==> config.mk <==
export PLATFORM = sky130hd
export DESIGN_NAME = fpu_test_sequencer_flat
export DESIGN_NICKNAME = d
export VERILOG_FILES = /design/src/rtl/fpu_test_sequencer_if.sv /design/src/rtl/fpu_test_sequencer.sv /design/src/flat_wrapper.sv
export SDC_FILE = /design/constraint.sdc
export NUM_CORES = 1
export LEC_CHECK = 0
export ABC_CLOCK_PERIOD_IN_PS = 5840
export BUFFER_PORTS_ARGS = -buffer_cell sky130_fd_sc_hd__buf_2
export CORE_MARGIN = 3
export CORE_UTILIZATION = 53
export CTS_BUF_LIST = sky130_fd_sc_hd__clkbuf_8 sky130_fd_sc_hd__clkbuf_16
export CTS_CLUSTER_DIAMETER = 100
export DETAILED_ROUTE_END_ITERATION = 7
export GPL_ROUTABILITY_DRIVEN = 1
export PLACE_DENSITY = 0.76
export SKIP_CTS_REPAIR_TIMING = 1
export SYNTH_ARGS = -nofsm -noshare
export SYNTH_HDL_FRONTEND = slang
export SYNTH_SLANG_ARGS = --single-unit
==> constraint.sdc <==
create_clock -name clock_100KHz -period 5.84 [get_ports clock_100KHz]
set_input_delay 1.168 -clock clock_100KHz [delete_from_list [all_inputs] [get_ports clock_100KHz]]
set_output_delay 1.168 -clock clock_100KHz [all_outputs]
set_load 0.02 [all_outputs]
==> src/rtl/fpu_test_sequencer_if.sv <==
// Operand/result bus between the test sequencer (master) and the FPU under test (slave).
interface fpu_test_sequencer_if;
   logic        fpu_rst_n;
   logic [31:0] op_A_out;
   logic [31:0] op_B_out;
   logic [3:0]  fpu_status_in;
   logic [31:0] fpu_data_in;

   modport master (
      output fpu_rst_n, op_A_out, op_B_out,
      input  fpu_status_in, fpu_data_in
   );

   modport slave (
      input  fpu_rst_n, op_A_out, op_B_out,
      output fpu_status_in, fpu_data_in
   );
endinterface

==> src/rtl/fpu_test_sequencer.sv <==
// Replays a table of operand pairs into an FPU, resetting it before each vector, and captures
// and classifies each result (or forces one on timeout).
module fpu_test_sequencer #(
   parameter int unsigned N_VEC   = 8,
   parameter int unsigned TIMEOUT = 64,
   localparam int unsigned IDX_W  = $clog2(N_VEC)
) (
   input  logic                 clock_100KHz,
   input  logic                 reset,
   input  logic                 vec_we,
   input  logic [IDX_W-1:0]     vec_addr,
   input  logic [31:0]          vec_a,
   input  logic [31:0]          vec_b,
   input  logic                 start,
   fpu_test_sequencer_if.master fpu,
   output logic                 busy,
   output logic                 done,
   output logic                 res_valid,
   output logic [31:0]          res_data,
   output logic [3:0]           res_status,
   output logic [IDX_W-1:0]     res_idx,
   output logic                 res_timeout,
   output logic [7:0]           cnt_exact,
   output logic [7:0]           cnt_ovf,
   output logic [7:0]           cnt_unf,
   output logic [7:0]           cnt_inx,
   output logic [7:0]           cnt_tmo
);

   typedef enum logic [2:0] {StIdle, StFpuRst, StDrive, StWait, StCapture, StDone} state_e;

   state_e           state_q;
   logic [IDX_W-1:0] idx_q;
   logic [7:0]       wait_q;
   logic             rst_cnt_q;
   logic [31:0]      tbl_a [N_VEC];
   logic [31:0]      tbl_b [N_VEC];

   function automatic logic [7:0] sat_inc(input logic [7:0] v, input logic en);
      return (en && v != 8'hFF) ? v + 8'd1 : v;
   endfunction

   // Table is deliberately outside the reset domain so reset keeps loaded vectors.
   always_ff @(posedge clock_100KHz) begin
      if (vec_we && state_q == StIdle) begin
         tbl_a[vec_addr] <= vec_a;
         tbl_b[vec_addr] <= vec_b;
      end
   end

   always_ff @(posedge clock_100KHz) begin
      if (reset) begin
         state_q       <= StIdle;
         idx_q         <= '0;
         wait_q        <= '0;
         rst_cnt_q     <= 1'b0;
         fpu.fpu_rst_n <= 1'b0;
         fpu.op_A_out  <= '0;
         fpu.op_B_out  <= '0;
         busy          <= 1'b0;
         done          <= 1'b0;
         res_valid     <= 1'b0;
         res_data      <= '0;
         res_status    <= '0;
         res_idx       <= '0;
         res_timeout   <= 1'b0;
         cnt_exact     <= '0;
         cnt_ovf       <= '0;
         cnt_unf       <= '0;
         cnt_inx       <= '0;
         cnt_tmo       <= '0;
      end else begin
         done      <= 1'b0;
         res_valid <= 1'b0;
         unique case (state_q)
            StIdle: begin
               fpu.fpu_rst_n <= 1'b1;
               if (start) begin
                  idx_q         <= '0;
                  wait_q        <= '0;
                  rst_cnt_q     <= 1'b0;
                  cnt_exact     <= '0;
                  cnt_ovf       <= '0;
                  cnt_unf       <= '0;
                  cnt_inx       <= '0;
                  cnt_tmo       <= '0;
                  busy          <= 1'b1;
                  fpu.fpu_rst_n <= 1'b0;
                  fpu.op_A_out  <= '0;
                  fpu.op_B_out  <= '0;
                  state_q       <= StFpuRst;
               end
            end
            StFpuRst: begin
               if (rst_cnt_q) begin
                  fpu.fpu_rst_n <= 1'b1;
                  fpu.op_A_out  <= tbl_a[idx_q];
                  fpu.op_B_out  <= tbl_b[idx_q];
                  state_q       <= StDrive;
               end else begin
                  rst_cnt_q <= 1'b1;
               end
            end
            StDrive: begin
               wait_q  <= '0;
               state_q <= StWait;
            end
            StWait: begin
               wait_q <= wait_q + 8'd1;
               // A real status on the last allowed cycle beats the timeout.
               if (fpu.fpu_status_in != 4'b0 || wait_q == 8'(TIMEOUT - 1)) begin
                  res_data    <= fpu.fpu_data_in;
                  res_status  <= fpu.fpu_status_in;
                  res_idx     <= idx_q;
                  res_timeout <= (fpu.fpu_status_in == 4'b0);
                  res_valid   <= 1'b1;
                  state_q     <= StCapture;
               end
            end
            StCapture: begin
               cnt_exact <= sat_inc(cnt_exact, res_status[0]);
               cnt_ovf   <= sat_inc(cnt_ovf, res_status[1]);
               cnt_unf   <= sat_inc(cnt_unf, res_status[2]);
               cnt_inx   <= sat_inc(cnt_inx, res_status[3]);
               cnt_tmo   <= sat_inc(cnt_tmo, res_timeout);
               if (idx_q == IDX_W'(N_VEC - 1)) begin
                  busy    <= 1'b0;
                  done    <= 1'b1;
                  state_q <= StDone;
               end else begin
                  idx_q         <= idx_q + 1'b1;
                  rst_cnt_q     <= 1'b0;
                  fpu.fpu_rst_n <= 1'b0;
                  fpu.op_A_out  <= '0;
                  fpu.op_B_out  <= '0;
                  state_q       <= StFpuRst;
               end
            end
            StDone: begin
               state_q <= StIdle;
            end
            default: begin
               state_q <= StIdle;
            end
         endcase
      end
   end

endmodule

==> src/flat_wrapper.sv <==
// flat-port wrapper written by rule: the top's interface ports become plain ports
module fpu_test_sequencer_flat 
#(
   parameter int unsigned N_VEC   = 8,
   parameter int unsigned TIMEOUT = 64,
   localparam int unsigned IDX_W  = $clog2(N_VEC)
)
  (clock_100KHz, reset, vec_we, vec_addr, vec_a, vec_b, start, busy, done, res_valid, res_data, res_status, res_idx, res_timeout, cnt_exact, cnt_ovf, cnt_unf, cnt_inx, cnt_tmo, fpu_fpu_rst_n, fpu_op_A_out, fpu_op_B_out, fpu_fpu_status_in, fpu_fpu_data_in);
  fpu_test_sequencer_if fpu_i ();
  input  logic clock_100KHz;
  input  logic reset;
  input  logic vec_we;
  input  logic [IDX_W-1:0] vec_addr;
  input  logic [31:0] vec_a;
  input  logic [31:0] vec_b;
  input  logic start;
  output logic busy;
  output logic done;
  output logic res_valid;
  output logic [31:0] res_data;
  output logic [3:0] res_status;
  output logic [IDX_W-1:0] res_idx;
  output logic res_timeout;
  output logic [7:0] cnt_exact;
  output logic [7:0] cnt_ovf;
  output logic [7:0] cnt_unf;
  output logic [7:0] cnt_inx;
  output logic [7:0] cnt_tmo;
  output wire logic [$bits(fpu_i.fpu_rst_n)-1:0] fpu_fpu_rst_n;
  output wire logic [$bits(fpu_i.op_A_out)-1:0] fpu_op_A_out;
  output wire logic [$bits(fpu_i.op_B_out)-1:0] fpu_op_B_out;
  input wire logic [$bits(fpu_i.fpu_status_in)-1:0] fpu_fpu_status_in;
  input wire logic [$bits(fpu_i.fpu_data_in)-1:0] fpu_fpu_data_in;
  assign fpu_fpu_rst_n = fpu_i.fpu_rst_n;
  assign fpu_op_A_out = fpu_i.op_A_out;
  assign fpu_op_B_out = fpu_i.op_B_out;
  assign fpu_i.fpu_status_in = fpu_fpu_status_in;
  assign fpu_i.fpu_data_in = fpu_fpu_data_in;
  fpu_test_sequencer #(.N_VEC(N_VEC), .TIMEOUT(TIMEOUT)) u_core (.clock_100KHz(clock_100KHz), .reset(reset), .vec_we(vec_we), .vec_addr(vec_addr), .vec_a(vec_a), .vec_b(vec_b), .start(start), .fpu(fpu_i), .busy(busy), .done(done), .res_valid(res_valid), .res_data(res_data), .res_status(res_status), .res_idx(res_idx), .res_timeout(res_timeout), .cnt_exact(cnt_exact), .cnt_ovf(cnt_ovf), .cnt_unf(cnt_unf), .cnt_inx(cnt_inx), .cnt_tmo(cnt_tmo));
endmodule
# [Word-level counts from Yosys, hierarchy flattened]
# Memory sizes are Yosys's and may differ from the RTL's. A register that Yosys moved wholly into a read port is not among the register bits.
# Cells that the tools add are included.
[word_totals] ff_bits=163 ramBits=512 in_bits=107 out_inout_bits=148 elab_cells=122 memories=2
[classes] add_sub_neg=7 eq_ne=21 n_mux=43 bitwise=2 reduce_logical=28
[mem_list] memory="u_core.tbl_a" words=8 word_bits=32 read_ports=1 rd_clocked_by_memory_dff=1 wr=1 line_no="fpu_test_sequencer.sv:36" text="logic [31:0] tbl_a [N_VEC];"
[mem_list] memory="u_core.tbl_b" words=8 word_bits=32 read_ports=1 rd_clocked_by_memory_dff=1 wr=1 line_no="fpu_test_sequencer.sv:37" text="logic [31:0] tbl_b [N_VEC];"
[op_table] operator="$pmux W32 S3" n=2
[op_table] operator="$mux W32" n=4
[op_table] operator="$pmux W8 S2" n=5
[op_table] operator="$add A8 B1 Y8 const B" n=6
[op_table] operator="$mux W8" n=6
[op_table] operator="$ne A8 B8 Y1 const B" n=5
[op_table] operator="$mux W3" n=10
[op_table] operator="$reduce_and A3 Y1" n=10
[op_table] operator="$pmux W8 S3" n=1
[op_table] operator="$ne A2 B1 Y1 const B" n=8
[op_table] operator="$pmux W3 S5" n=1
[op_table] operator="$mux W1" n=10
[op_table] operator="$eq A8 B6 Y1 const B" n=1
[op_table] operator="$eq A3 B2 Y1 const B" n=2
[op_table] operator="$eq A3 B3 Y1 const B" n=2
[op_table] operator="$logic_and A1 B1 Y1" n=6
[op_table] operator="$pmux W1 S3" n=2
[op_table] operator="$pmux W3 S2" n=1
[op_table] operator="$reduce_bool A3 Y1" n=2
[op_table] operator="$logic_not A4 Y1" n=1
[op_table] operator="$ne A2 B2 Y1 const B" n=2
[op_table] operator="$reduce_and A2 Y1" n=2
[op_table] operator="$reduce_and A4 Y1" n=1
[op_table] operator="$reduce_bool A4 Y1" n=1
[op_table] operator="other kinds (8)" n=10

# [Logic depth before layout (Yosys ltp)]
# Gate-level depths: netlist of the first run.
[depth] depth_word=5 depth_mapped=7 mapped_depth_nobuf=6

# [Least setup slack after synthesis of the first run]
# No wires, ideal clock.
[synth_timing] path_kind="in2reg" start="input vec_addr[0]" end="memory u_core.tbl_a[0][0] (enable)" t_arrival_ns=5.724 required_ns=5.275 setup_slack_ns=-0.449 path_stages=3 cell_sequence="inv_1 -> nand4_1 -> nor3_1"
[synth_lines] item="start: declaration" line_no="flat_wrapper.sv:13" text="input logic [IDX_W-1:0] vec_addr;"
[synth_lines] item="end: declaration" line_no="fpu_test_sequencer.sv:36"
# No word-level cell before the write port.

# [Worst setup path after layout of the first run]
[layout_timing] start="register u_core.state_q[2]" end="memory u_core.tbl_b[2][15] (enable)"
[layout_via] elab_chain_cells=4
[layout_lines] item="start: declaration" line_no="fpu_test_sequencer.sv:32" text="state_e state_q;"
[layout_lines] item="start signal: assignment" line_no="fpu_test_sequencer.sv:53" text="state_q <= StIdle;"
[layout_lines] item="start signal: assignment" line_no="fpu_test_sequencer.sv:91" text="state_q <= StFpuRst;"
[layout_lines] item="start signal: assignment" line_no="fpu_test_sequencer.sv:99" text="state_q <= StDrive;"
[layout_lines] item="$logic_not A3 Y1" line_no="fpu_test_sequencer.sv:45" text="if (vec_we && state_q == StIdle) begin"
[layout_lines] item="$logic_and A1 B1 Y1" line_no="fpu_test_sequencer.sv:45"
[layout_lines] item="$mux W1" line_no="fpu_test_sequencer.sv:45"
[layout_lines] item="$mux W1 (not written as such)" line_no="fpu_test_sequencer.sv:47" text="tbl_b[vec_addr] <= vec_b;"
[layout_lines] item="end: declaration" line_no="fpu_test_sequencer.sv:37"
# No other way between the ends.

==> impl_metrics.tcl, run 1 <==
set metrics [dict create \
    place_congestion 0.842 \
    p_leak_nw 10.3 \
    synthesis.nets 1570 \
    synthCells 1455 \
    clock_sinks 678 \
    drv_cap 0 \
    num_rows 79 \
    port_buffers 254 \
    worstPathArrival_ps 3410 \
    layout_common_cells "edfxtp_1, buf_2, dfxtp_1, mux4_2, nand3_1" \
    cts_made_buffers 68 \
    synth.area.top_cells "edfxtp_1, dfxtp_1, mux4_2" \
    fin_setup_tns_ps 0 \
    critPathKind "reg -> reg" \
    synth_cell_type_count 64 \
    holdCritPathClass "reg -> reg" \
    dr_wl_met2_um 27700 \
    cp-start-kind "flop" \
    nets 1823 \
    relSlewSlack_pct 19.6 \
    finalCriticalPeriod_ps 3170 \
    antenna_found_initial 15 \
    synth_area_leader_cell "edfxtp_1" \
    clockBufferDepth 3 \
    period_share_pct 54.2 \
    drive_above_1_share_pct 30.2 \
    synthToLayoutAreaGrowth_pct 16.6 \
    fp.dieW_um 225 \
    p_total_mw 9.93 \
    pwr-share-seq_pct 53.5 \
    grt_overflow_total 0 \
    ys_ff_latch 678 \
    swShare_pct 20.4 \
    syn_area_mm2 0.0255 \
    hold_viol_final 0 \
    skew_ps 24.0 \
    topRoutingLayerUsed "met5" \
    timing.fmax_mhz 316 \
    maxSlewViolCount 0 \
    htreeDepth 3 \
    avgViaCountPerCell 6.26 \
    cts_tree "built" \
    p_int_mw 7.91 \
    synth_top_area_share_pct 60.2 \
    cts_root_buffer "clkbuf_16" \
    power.switching_mw 2.02 \
    dieArea_mm2 0.0508 \
    io_pins 255 \
    regArea_mm2 0.0187 \
    wl_per_cell_um 24.3 \
    synth_ff_type "edfxtp_1" \
    drt-total-wl_um 57700 \
    critPathMaxFanout 26 \
    drc 0 \
    yosysSeqAreaShare_pct 73.3 \
    setup_viol 0 \
    comb_power_share_pct 3.1 \
    worstSetupEndpointType "flop" \
    core_mm2 0.0471 \
    rsz0062_at_grt "false" \
    clk_latency_ps 600 \
    power_frac_clock_pct 43.5 \
    drt-met1-wl_um 23600 \
    die_height_um 225 \
    wl_met3_um 4950 \
    vias 14900 \
    avgSynthCellArea_um2 17.5 \
    drt-pass1-iter-count 5 \
    async_reset_ff_share_pct 0 \
    grt_max_degree 74 \
    start_util_pct 54.2 \
    yosys_warnings 0 \
    power_density_mw_per_mm2 334 \
    grt_pass1_wl_um 88100 \
    grtUsageTotal_pct 22.7 \
    hpwl_um 30700 \
    grt_pass1_vias 15000 \
    cp_data_required_time_ps 6080 \
    worst_pin_slew_ps 1210 \
    layout_commonest_cell "edfxtp_1" \
    status "complete, no violations" \
    clk_pin_slew_worst_paths_ps 60 \
    antenna_left 0 \
    drt_iter0_markers 1472 \
    multi_input_area_mm2 0.00651 \
    fillCellCount 3255 \
    synth-edff-count 512 \
    ir_drop_uv 264 \
]
## stage by stage
stage | util, % | std cells | setup slack (ps) | hold WS, ps | cell area [µm²]
after floorplan | - | 1455 | 1260 | 448 | 25500
after global placement | 58.3 | 2244 | 2270 | 457 | 27400
after detailed placement | 58.3 | 2244 | 2290 | 465 | 27400
after CTS | 63.1 | 2369 | 2710 | 472 | 29700
after global routing | 63.2 | 2374 | 2500 | 502 | 29700
final | 63.2 | 2375 | 2670 | 469 | 29700
## worst paths after layout
path                startpoint                  end  slack (ps)  cells past startpoint
min          u_core.res_idx[2]    u_core.res_idx[2]         470                      2
max          u_core.state_q[2]  u_core.tbl_b[2][15]        2670                      4
min reg2reg  u_core.res_idx[2]    u_core.res_idx[2]         470                      2
max reg2reg  u_core.state_q[2]  u_core.tbl_b[2][15]        2670                      4
## cell type report
type | instances | share of cell area (%)
sequential | 678 | 62.9
multi-input combinational | 675 | 21.9
clock buffer | 80 | 6.39
timing repair buffer | 276 | 4.94
tap | 607 | 2.55
clock inverter | 45 | 1.22
inverter | 9 | 0.114
antenna | 5 | 0.0421
## synthesized netlist by cell type (3+ instances only)
library cell	instances
clkbuf_1	64
a22o_1	4
a21oi_1	69
nor2_1	25
a41oi_1	3
xnor2_1	3
nor3_1	3
buf_1	4
mux2_2	3
nand3b_1	4
mux4_2	128
nor2b_1	3
a211oi_1	6
inv_1	7
or3_1	8
nand4bb_1	3
dfxtp_1	166
a31oi_1	11
or2_2	3
edfxtp_1	512
a221o_1	63
and4_1	3
or4_1	9
o21ai_0	46
o21a_1	4
buf_2	24
nand3_1	83
a32oi_1	4
and3_1	67
o211ai_1	6
ha_1	8
nor4_1	6
nand4_1	12
o31ai_1	7
nand2b_1	6
a21o_1	6
nand2_1	38
## sequential cells by signal, indices dropped and copies added, names as in the netlist, 4 cells and up, named ones only
signal,cells
u_core.tbl_a,256
u_core.tbl_b,256
u_core.fpu.op_A_out,32
u_core.fpu.op_B_out,32
u_core.res_data,32
u_core.cnt_exact,8
u_core.cnt_inx,8
u_core.cnt_ovf,8
u_core.cnt_tmo,8
u_core.cnt_unf,8
u_core.wait_q,8
u_core.res_status,4
## kinds of logic after synthesis
group / synth area share [%]
AOI/OAI and AO/OA: 6.88
xor gates and xnor gates: 0.103
adders and majority gates: 0.392
buffers and inverters: 1.63
DFF: 73.3
muxes: 11.5
and+or+nand+nor: 6.22
## per-layer routing
layer / track usage [%] / vias up
met3: 5.72 / 124
met2: 36.5 / 680
li1: - / 6489
met1: 30.8 / 7546
met4: 7.79 / 20
met5: 0 / -
## critical path: stages, from the launching register on
cell and delay [ps]:
dfxtp_1 610, inv_1 310, nand4_1 450, nor2_4 930
buf_4 500
## power by group through the flow
| stage | sequential [mW] | clock, mW | combinational (mW) |
|---|---|---|---|
| after floorplan | 5.42 | 0 | 0.134 |
| after global placement | 5.40 | 0 | 0.295 |
| after detailed placement | 5.41 | 0 | 0.304 |
| after CTS | 5.31 | 4.41 | 0.305 |
| after global routing | 5.31 | 4.60 | 0.330 |
| final | 5.31 | 4.32 | 0.304 |
Power figures use the tool's default switching activity.
==> inputs of run 2 (changes only) <==
Settings changed: ABC_CLOCK_PERIOD_IN_PS 5840 to 2550.
Clock period 5.84 ns to 2.55 ns, I/O delays scaled along.
==> run 2 against run 1 <==
Against the previous run: first-iteration DRC count fell by 17%; non-clock buffer count rose by 23; sequential power up 130%; register-to-register slack got worse by 2400 ps; sequential share of layout area shrank 1.0 points; core utilization is 1.0 points higher; maximum frequency is 39% higher; clock power is 130% higher; via count rose by 1.2%; critical path depth grew 1.
==> impl_metrics.tcl, run 2 (synthesized netlist as in run 1, its figures left out) <==
set metrics [dict create \
    hpwl_um 32500 \
    timing.fmax_mhz 439 \
    dieArea_mm2 0.0508 \
    maxSlewViolCount 0 \
    holdCritPathClass "in -> reg" \
    ir_drop_uv 655 \
    fin_util_pct 64.3 \
    cp-start-kind "flop" \
    start_util_pct 54.2 \
    cts_made_buffers 70 \
    skew_ps 22.9 \
    die_height_um 225 \
    synthToLayoutAreaGrowth_pct 18.5 \
    drv_cap 0 \
    port_buffers 254 \
    worstSetupEndpointType "flop" \
    drive_above_1_share_pct 31.4 \
    worstPathArrival_ps 2820 \
    power_density_mw_per_mm2 756 \
    p_total_mw 22.9 \
    slowest_delay_ps 810 \
    status "complete, no violations" \
    grt_overflow_total 0 \
    cp_data_required_time_ps 3090 \
    reg_top3 "u_core.tbl_a (256), u_core.tbl_b (256)" \
    avgViaCountPerCell 6.25 \
    htreeDepth 3 \
    vias 15000 \
    critPathKind "reg -> reg" \
    clock_sinks 678 \
    io_pins 255 \
    grtUsageTotal_pct 22.6 \
    rsz0062_at_grt "false" \
    antenna_found_initial 14 \
    clockBufferDepth 3 \
    finalCriticalPeriod_ps 2280 \
    worst_pin_slew_ps 789 \
    drt-pass1-iter-count 5 \
    hold_viol_final 0 \
    cts_root_buffer "clkbuf_16" \
    grt_pass1_vias 14700 \
    nets 1848 \
    critPathMaxFanout 25 \
    fillCellCount 3180 \
    clk_latency_ps 600 \
    grt_pass1_wl_um 87600 \
    fp.dieW_um 225 \
    setup_viol 0 \
    drt-total-wl_um 57500 \
    wl_per_cell_um 23.9 \
    core_mm2 0.0471 \
    p_leak_nw 10.6 \
    rrSetupSlack_ps 270 \
    place_congestion 0.866 \
    cts_tree "built" \
    grt_max_degree 62 \
    clk_pin_slew_worst_paths_ps 60 \
    antenna_left 0 \
    period_share_pct 89.4 \
    drc 0 \
    drt_iter0_markers 1223 \
    layout_commonest_cell "edfxtp_1" \
    relSlewSlack_pct 46.8 \
    num_rows 79 \
    cp_cell_sequence "nand3b_1 > nor3_4 > buf_4 > and3_1 > a221o_1" \
    layout_common_cells "edfxtp_1, buf_2, dfxtp_1, mux4_2, nand3_1" \
    cpMaxStageDelayCell "dfxtp_1" \
]
[run 2: metal layers]
layer / part of all wire [%] / global-route usage (%)
met5: 0.13 / 0
met2: 48 / 35.6
met3: 8.5 / 6.11
met1: 41 / 31.0
met4: 2.6 / 7.81
[run 2: area by class of cell]
type / count / area (µm²) / area share [%]
inverter: 9 / 33.8 / 0.112
tap: 607 / 759 / 2.51
timing repair buffer: 299 / 1910 / 6.31
sequential: 678 / 18700 / 61.9
multi-input combinational: 675 / 6510 / 21.5
clock inverter: 46 / 350 / 1.16
antenna: 8 / 20.0 / 0.0662
clock buffer: 84 / 1960 / 6.47
[run 2: final timing paths]
kind	startpoint	endpoint	cells past startpoint
hold reg to reg	u_core.res_data[5]	u_core.res_data[5]	2
hold / removal	vec_b[30]	u_core.tbl_b[3][30]	1
setup reg to reg	u_core.state_q[0]	u_core.fpu.op_A_out[7]	5
setup / recovery	u_core.state_q[0]	u_core.fpu.op_A_out[7]	5
[run 2: where the power goes]
part	switching [mW]	internal, mW
Combinational	0.509	0.240
Clock	4.15	5.81
Sequential	0.0779	12.1
Total	4.73	18.1
[run 2: worst max-delay path, delay by kind of cell (launching register included)]
kind,cells,cell delay [ps]
compound gates,1,120
buf+inv,1,370
simple gates,3,920
flops,1,810
[run 2: through the flow]
stage / setup slack (ps) / instance area [µm²] / hold WS (ps) / setup TNS (ps) / instances
floorplan: -518 / 25600 / 448 / -246330 / 1455
global placement: 341 / 27900 / 457 / 0 / 2268
detailed placement: 312 / 27900 / 467 / 0 / 2268
CTS: 261 / 30200 / 133 / 0 / 2398
global route: 66.7 / 30200 / 155 / 0 / 2404
finish: 270 / 30200 / 171 / 0 / 2406
